File: src/rtl/dcpu_inst_loader.sv
// DCPU instruction memory with byte-serial program loader and XOR checksum.
// Optional macro DCPU_LOADER_HALT_FILL_EN: unwritten words read as HALT (16'h0800).
module dcpu_inst_loader #(
    parameter int ADDR_W     = 8,
    parameter bit AUTO_START = 1'b1
) (
    input  logic              CLK,
    input  logic              RST,
    input  logic              LoadReq,
    input  logic [7:0]        RxData,
    input  logic              RxValid,
    output logic              RxReady,
    input  logic [ADDR_W-1:0] InstMemAddr,
    output logic [15:0]       Inst,
    output logic              Start,
    output logic              Loaded,
    output logic              Busy,
    output logic              Err
);

    localparam int DEPTH = 2 ** ADDR_W;

    typedef enum logic [2:0] {
        S_IDLE, S_LEN, S_LO, S_HI, S_CSUM, S_DONE, S_ERR
    } state_t;

    state_t            r_state;
    state_t            w_next;
    logic [ADDR_W-1:0] r_wr_ptr;
    logic [ADDR_W-1:0] r_cnt;
    logic [7:0]        r_csum;
    logic [7:0]        r_lo_hold;
    logic              r_start;
    logic [15:0]       r_mem [DEPTH];

    logic              w_busy;
    logic              w_acc;
    logic              w_last;
    logic              w_wr;
    logic              w_csum_ok;
    logic              w_start_nxt;
    logic [15:0]       w_rd;

    assign w_busy    = (r_state == S_LEN) || (r_state == S_LO) ||
                       (r_state == S_HI)  || (r_state == S_CSUM);
    // A LoadReq cycle restarts the load, so any byte offered then is dropped.
    assign w_acc     = RxValid && w_busy && !LoadReq && !RST;
    assign w_last    = (r_cnt == ADDR_W'(1));
    assign w_wr      = w_acc && (r_state == S_HI);
    assign w_csum_ok = (RxData == r_csum);

    // Next-state decode and the start pulse that accompanies DONE entry.
    always_comb begin
        w_next      = r_state;
        w_start_nxt = 1'b0;
        if (LoadReq) begin
            w_next = S_LEN;
        end else if (w_acc) begin
            case (r_state)
                S_LEN:   w_next = S_LO;
                S_LO:    w_next = S_HI;
                S_HI:    w_next = w_last ? S_CSUM : S_LO;
                S_CSUM: begin
                    w_next      = w_csum_ok ? S_DONE : S_ERR;
                    w_start_nxt = AUTO_START && w_csum_ok;
                end
                default: w_next = r_state;
            endcase
        end
    end

    // State register and registered start pulse.
    always_ff @(posedge CLK) begin
        if (RST) begin
            r_state <= S_IDLE;
            r_start <= 1'b0;
        end else begin
            r_state <= w_next;
            r_start <= w_start_nxt;
        end
    end

    // Write pointer, word count, checksum and low-byte holding register.
    always_ff @(posedge CLK) begin
        if (RST) begin
            r_wr_ptr  <= '0;
            r_cnt     <= '0;
            r_csum    <= '0;
            r_lo_hold <= '0;
        end else if (LoadReq) begin
            r_wr_ptr <= '0;
            r_csum   <= '0;
        end else if (w_acc) begin
            case (r_state)
                S_LEN: begin
                    r_cnt  <= ADDR_W'(RxData);
                    r_csum <= RxData;
                end
                S_LO: begin
                    r_lo_hold <= RxData;
                    r_csum    <= r_csum ^ RxData;
                end
                S_HI: begin
                    r_csum   <= r_csum ^ RxData;
                    r_wr_ptr <= r_wr_ptr + ADDR_W'(1);
                    r_cnt    <= r_cnt - ADDR_W'(1);
                end
                default: ;
            endcase
        end
    end

    // Memory array write; contents survive reset.
    always_ff @(posedge CLK) begin
        if (w_wr) begin
            r_mem[r_wr_ptr] <= {RxData, r_lo_hold};
        end
    end

`ifdef DCPU_LOADER_HALT_FILL_EN
    logic [DEPTH-1:0] r_vld;

    // Per-word written flags, cleared whenever a new program begins.
    always_ff @(posedge CLK) begin
        if (RST || LoadReq) begin
            r_vld <= '0;
        end else if (w_wr) begin
            r_vld[r_wr_ptr] <= 1'b1;
        end
    end

    // Asynchronous read; unwritten words halt a runaway core.
    always_comb begin
        w_rd = r_mem[InstMemAddr];
        if (!r_vld[InstMemAddr]) begin
            w_rd = 16'h0800;
        end
    end
`else
    // Asynchronous read of the addressed word.
    always_comb begin
        w_rd = r_mem[InstMemAddr];
    end
`endif

    assign Inst    = w_busy ? 16'h0000 : w_rd;
    assign RxReady = w_busy;
    assign Busy    = w_busy;
    assign Start   = r_start;
    assign Loaded  = (r_state == S_DONE);
    assign Err     = (r_state == S_ERR);

endmodule

File: config.mk
export PLATFORM = sky130hd
export DESIGN_NAME = dcpu_inst_loader
export DESIGN_NICKNAME = d
export VERILOG_FILES = /design/src/rtl/dcpu_inst_loader.sv
export SDC_FILE = /design/constraint.sdc
export NUM_CORES = 2
export LEC_CHECK = 0
export ABC_AREA = 0
export ABC_CLOCK_PERIOD_IN_PS = 5400
export CAP_MARGIN = 5
export CELL_PAD_IN_SITES_DETAIL_PLACEMENT = 0
export CELL_PAD_IN_SITES_GLOBAL_PLACEMENT = 1
export CORE_MARGIN = 1
export CORE_UTILIZATION = 55
export CTS_CLUSTER_DIAMETER = 150
export DETAILED_ROUTE_END_ITERATION = 8
export PLACE_DENSITY = 0.88
export SYNTH_ARGS = -nofsm -noshare
export SYNTH_HDL_FRONTEND = slang
export SYNTH_SLANG_ARGS = --single-unit
File: constraint.sdc
create_clock -name CLK -period 5.4 [get_ports CLK]
set_clock_uncertainty 0.15 [all_clocks]
set_input_delay 1.08 -clock CLK [delete_from_list [all_inputs] [get_ports CLK]]
set_output_delay 1.08 -clock CLK [all_outputs]
set_load 0.01 [all_outputs]
=== Yosys cells after proc, flatten, opt, wreduce, memory -nomap -nowiden ===
Memory sizes are Yosys's and may differ from the RTL's.
Index checks and enable logic that the tools add are counted.

* Add/sub/neg operators: 2
* Multiply operators: 0
* Div/mod/pow operators: 0
* Order comparisons: 0
* Equality and inequality tests: 8
* Shift-type cells: 0
* Multiplexer cells: 10
* Bitwise operators: 4
* Reduce and logical (&&, ||, !) cells: 23

{| class="wikitable"
|+ Operator list
! operator !! number
|-
| $pmux W8 S2 || 2
|-
| $mux W16 || 1
|-
| $pmux W3 S4 || 1
|-
| $eq A3 B3 Y1 const B || 3
|-
| $add A8 B1 Y8 const B || 1
|-
| $eq A8 B1 Y1 const B || 1
|-
| $eq A8 B8 Y1 || 1
|-
| $reduce_and A2 Y1 || 4
|-
| $sub A8 B1 Y8 const B || 1
|-
| $xor A8 B8 Y8 || 1
|-
| $eq A3 B2 Y1 const B || 2
|-
| $reduce_and A3 Y1 || 2
|-
| $reduce_bool A2 Y1 || 3
|-
| $reduce_bool A5 Y1 || 1
|-
| $logic_and A1 B1 Y1 || 4
|-
| $mux W1 || 4
|-
| $reduce_bool A4 Y1 || 1
|-
| $reduce_or A2 Y1 || 2
|-
| $reduce_or A4 Y1 || 1
|-
| $eq A3 B1 Y1 const B || 1
|-
| $logic_or A1 B1 Y1 || 3
|-
| $mux W3 || 1
|-
| $not A1 Y1 || 3
|-
| $logic_not A1 Y1 || 2
|-
| $mux W2 || 1
|}

* Bits in registers: 36
* Latch bits: 0
* Bits in writable memories: 4,096
* ROM bits: 0
* Input bits: 20
* Output and inout port bits: 21
* Word-level logic and storage cells: 55
* Memories kept: 1

{| class="wikitable"
|+ Memories
! memory !! depth !! bits a word !! read ports !! clocked after memory_dff !! write ports !! RTL line !! text
|-
| r_mem || 256 || 16 || 1 || 0 || 1 || 34 || <nowiki>logic [15:0] r_mem [DEPTH];</nowiki>
|}

=== Logic depth before layout (Yosys ltp) ===
* Depth after elaboration: 10
* Mapped depth: 13
* Mapped depth without buffers: 7

=== Worst setup path before layout ===
OpenSTA, ideal clock, no wires.

* Path type: register to register
* From: register r_lo_hold[0]
* To: memory r_mem[0][0] (data pin)
* Setup time: 0.856 ns
* Arrival: 3.397 ns
* Required time: 4.394 ns
* Slack: 0.997 ns
* Stages on the path, launching flop included: 1
* Buffers on the path: 0
* Period minus slack after synthesis: 4.403 ns
* Cells stage by stage: dfxtp_1

{| class="wikitable"
|+ RTL lines
! element !! RTL line !! text
|-
| start: declaration || 32 || <nowiki>logic [7:0] r_lo_hold;</nowiki>
|-
| start signal: assignment || 100 || <nowiki>r_lo_hold <= RxData;</nowiki>
|-
| end: declaration || 34 ||
|}

Straight into the memory's write port.

=== Final worst setup path ===
* From: input InstMemAddr[0]
* To: output Inst[4]

* Longest elaborated chain between the ends: 2

{| class="wikitable"
|+ Ends and longest elaborated chain
! element !! RTL line !! text
|-
| start: declaration || 13 || <nowiki>input logic [ADDR_W-1:0] InstMemAddr,</nowiki>
|-
| $mem_v2 Z256 W16 || -- ||
|-
| $mux W16 || 146 || <nowiki>assign Inst = w_busy ? 16'h0000 : w_rd;</nowiki>
|-
| end: declaration || 14 || <nowiki>output logic [15:0] Inst,</nowiki>
|}

No other way between the ends.

==> out/qor.yml <==
timing:
  finalHoldViolCount: 0
  slew_violations: 51
  fmaxAchievable_ghz: 0.180
  relSlewSlack_pct: -1.82
  hold_ws_ns: 0.341
  post-route-period-util_pct: 103
  fin_ws_ns: -0.165
  setup_viol: 9
  rsz0062_at_grt: "true"
  period_minus_slack_ns: 5.57
  worst_pin_slew_ns: 1.53
clock_tree:
  htreeDepth: 5
  cts_buffers: 390
  clock-sinks: 4132
  hold_buffers: 0
  clk_latency_ns: 0.91
  cts_root_buf: "clkbuf_16"
  cts_buffer_depth: 4
  cts_tree: "done"
  clkTransAtPathRegs_ns: 0.06
finish:
  final_area_mm2: 0.186
  area_growth_pct: 16.4
  postLayoutCoreUtil_pct: 64.6
  nNetsFinal: 8542
  multiInputGateArea_mm2: 0.0343
  fill_cells: 17300
  regArea_mm2: 0.124
  drive_gt1_share_pct: 30.8
placed_design:
  portBuffers: 40
  dp_hpwl_mm: 263
  place_area_mm2: 0.171
  globalplace.congestion: 0.952
setup_path:
  crit_top_cell: "buf_16"
  crit_path_top_delay_cell: "or4_4"
  cpLargestDelayFamily: "buffers and inverters"
  cp_data_arrival_time_ns: 4.34
  crit_fanout: 8
  r2r_setup_slack_ns: 0.37
  cp-start-kind: "input port"
  rr_worst_depth: 5
  crit_cells: 12
  path_class: "in2out"
  max_stage_delay_ns: 0.60
  timing.rr.end: "r_mem[177][7]"
  cp_cell_sequence: "buf_16 -> clkbuf_16 -> buf_8 -> buf_16 -> mux4_2 -> mux2i_1 -> a22oi_2 -> nand4_1 -> or4_4 -> o22ai_4 -> buf_4 -> dlygate4sd2_1"
  timing.rr.start: "r_state[1]"
  end_kind: "output port"
  crit_buf_inv: 6
  required_ns: 4.17
route:
  vias_per_cell: 6.90
  route.detailed.drc: 2
  ant_nets: 0
  first_iter_violations: 15000
  wire_per_inst_um: 35.9
  drt-total-wl_mm: 457
  dr.pass1.iters: 9
  vias: 87800
grt:
  grt_max_degree: 225
  grt_pass1_vias: 86800
  grt_antenna_before_repair: 26
  grt_use_total_pct: 30.3
  overflow: 0
  met2_usage_pct: 47.1
  use_met3_pct: 8.80
  busiest_layer: "met2"
  grt_pass1_wl_mm: 629
  met1_usage_pct: 38.9
synthesis:
  async_flop_share_pct: 0
  avgSynthCellArea_um2: 21.5
  syn_nets: 7487
  yosysMostFrequentCell: "edfxtp_1"
  yosysUniqueCellTypes: 79
  ys_top_cells_by_area: "edfxtp_1 (77%), mux4_2 (12%), mux2i_1 (2.7%)"
  yosysTopAreaCellShare_pct: 76.8
  synth-seq-area-share_pct: 77.3
  synth_cells: 7461
  yosys_warnings: 0
  ys_top_cells_by_count: "edfxtp_1 (4,096), mux4_2 (861), mux2i_1 (434), nor2_1 (322), clkbuf_1 (169)"
  yosys_register_bits: 4132
  yosysTopAreaCell: "edfxtp_1"
  synth.cell_area_mm2: 0.160
  ys.flop_type: "edfxtp_1"
  synth_edf_count: 4096
floorplan:
  ioPinCount: 41
  start_util_pct: 55.5
  die_area_mm2: 0.293
  core_region_area_mm2: 0.289
  die_w_um: 541
  num_rows: 197
  die-height_um: 541
min_path:
  worstHoldPathType: "reg2reg"
  hold_end: "r_cnt[1]"
  hold_path_depth: 2
  min_from: "r_cnt[1]"
power_and_ir_drop:
  p_total_mw: 65.6
  static-leakage-power_nw: 64.9
  peakVddDrop_mv: 0.275
  powerDensity_mw_per_mm2: 352
run_status:
  outcome: "complete, but fails checks"
  violations: "design-rule violations, max-slew violations, negative setup slack"
run:
  drv_cap: 0
==> area by class of cell <==
| cell class | count | share of cell area (%) |
|---|---|---|
| Sequential cell | 4132 | 66.4 |
| Tap cell | 3880 | 2.61 |
| Clock buffer | 480 | 5.50 |
| Antenna cell | 11 | 0.0148 |
| Clock inverter | 230 | 1.20 |
| Timing Repair Buffer | 1107 | 5.84 |
| Multi-Input combinational cell | 2875 | 18.4 |
| Inverter | 10 | 0.0242 |
==> worst max path at each step <==
stage / startpoint / to / slack [ns]
floorplan: r_lo_hold[0] / r_mem[0][0] / 1.0
global placement: InstMemAddr[0] / Inst[7] / -1.05
detailed placement: InstMemAddr[0] / Inst[7] / -1.02
CTS: InstMemAddr[0] / Inst[15] / -0.09
global route: InstMemAddr[0] / Inst[10] / -0.04
finish: InstMemAddr[0] / Inst[4] / -0.17
==> what timing repair did <==
item	CTS	global route
gates cloned	8	6
gates resized for setup	208	126
setup buffers	19	65
pin swaps	32	32
endpoints found under the setup margin	16	14
==> routing by layer <==
metal	part of all wire, %	vias up
met1	33	45000
met3	14	1508
met4	6.5	28
li1	-	33600
met2	47	7675
met5	0.049	-
==> stage by stage <==
step,setup WS [ns],cells,TNS [ns]
2_1_floorplan,0.997,7461,0
3_3_place_gp,-1.05,11900,-8.87
3_5_place_dp,-1.02,11900,-8.75
4_1_cts,-0.0878,12600,-0.214
5_1_grt,-0.0449,12700,-0.173
6_report,-0.165,12700,-0.778
==> power by group <==
| group | switching, mW | internal, mW | total [mW] |
|---|---|---|---|
| Clock | 12.0 | 15.2 | 27.2 |
| Combinational | 2.03 | 1.35 | 3.38 |
| Sequential | 0.00805 | 35.0 | 35.0 |
==> cell families after synthesis <==
family,count (synthesis),share of synthesized area (%)
xor+xnor,15,0.0821
fa+ha+maj,6,0.0469
flops,4132,77.3
compound gates,709,3.10
buf+inv,454,1.87
mux,1347,15.3
simple gates,798,2.30
==> placed cells by master (no fill, tap or decap), drive strengths merged, types with 131 or more instances in the layout <==
| cell | Yosys | final |
|---|---|---|
| o221ai | 150 | 150 |
| nor3 | 131 | 131 |
| mux2i | 434 | 434 |
| edfxtp | 4096 | 4096 |
| nor2 | 322 | 322 |
| o22ai | 147 | 147 |
| clkinv | 1 | 173 |
| mux4 | 873 | 873 |
| clkbuf | 172 | 491 |
| nand2 | 144 | 144 |
| buf | 269 | 1070 |
==> state kept, by name (all words and copies together), names as in the netlist <==
signal     flops
r_mem       4096
r_cnt          8
r_csum         8
r_lo_hold      8
r_wr_ptr       8
r_state        3
Start          1
==> worst min-delay path, delay by kind of cell, from the launching register on <==
kind,cells,cell delay (ns)
AOI/OAI and AO/OA,1,0.05
and+or+nand+nor,1,0.06
DFF,1,0.34
(Power assumes the default switching activity.)
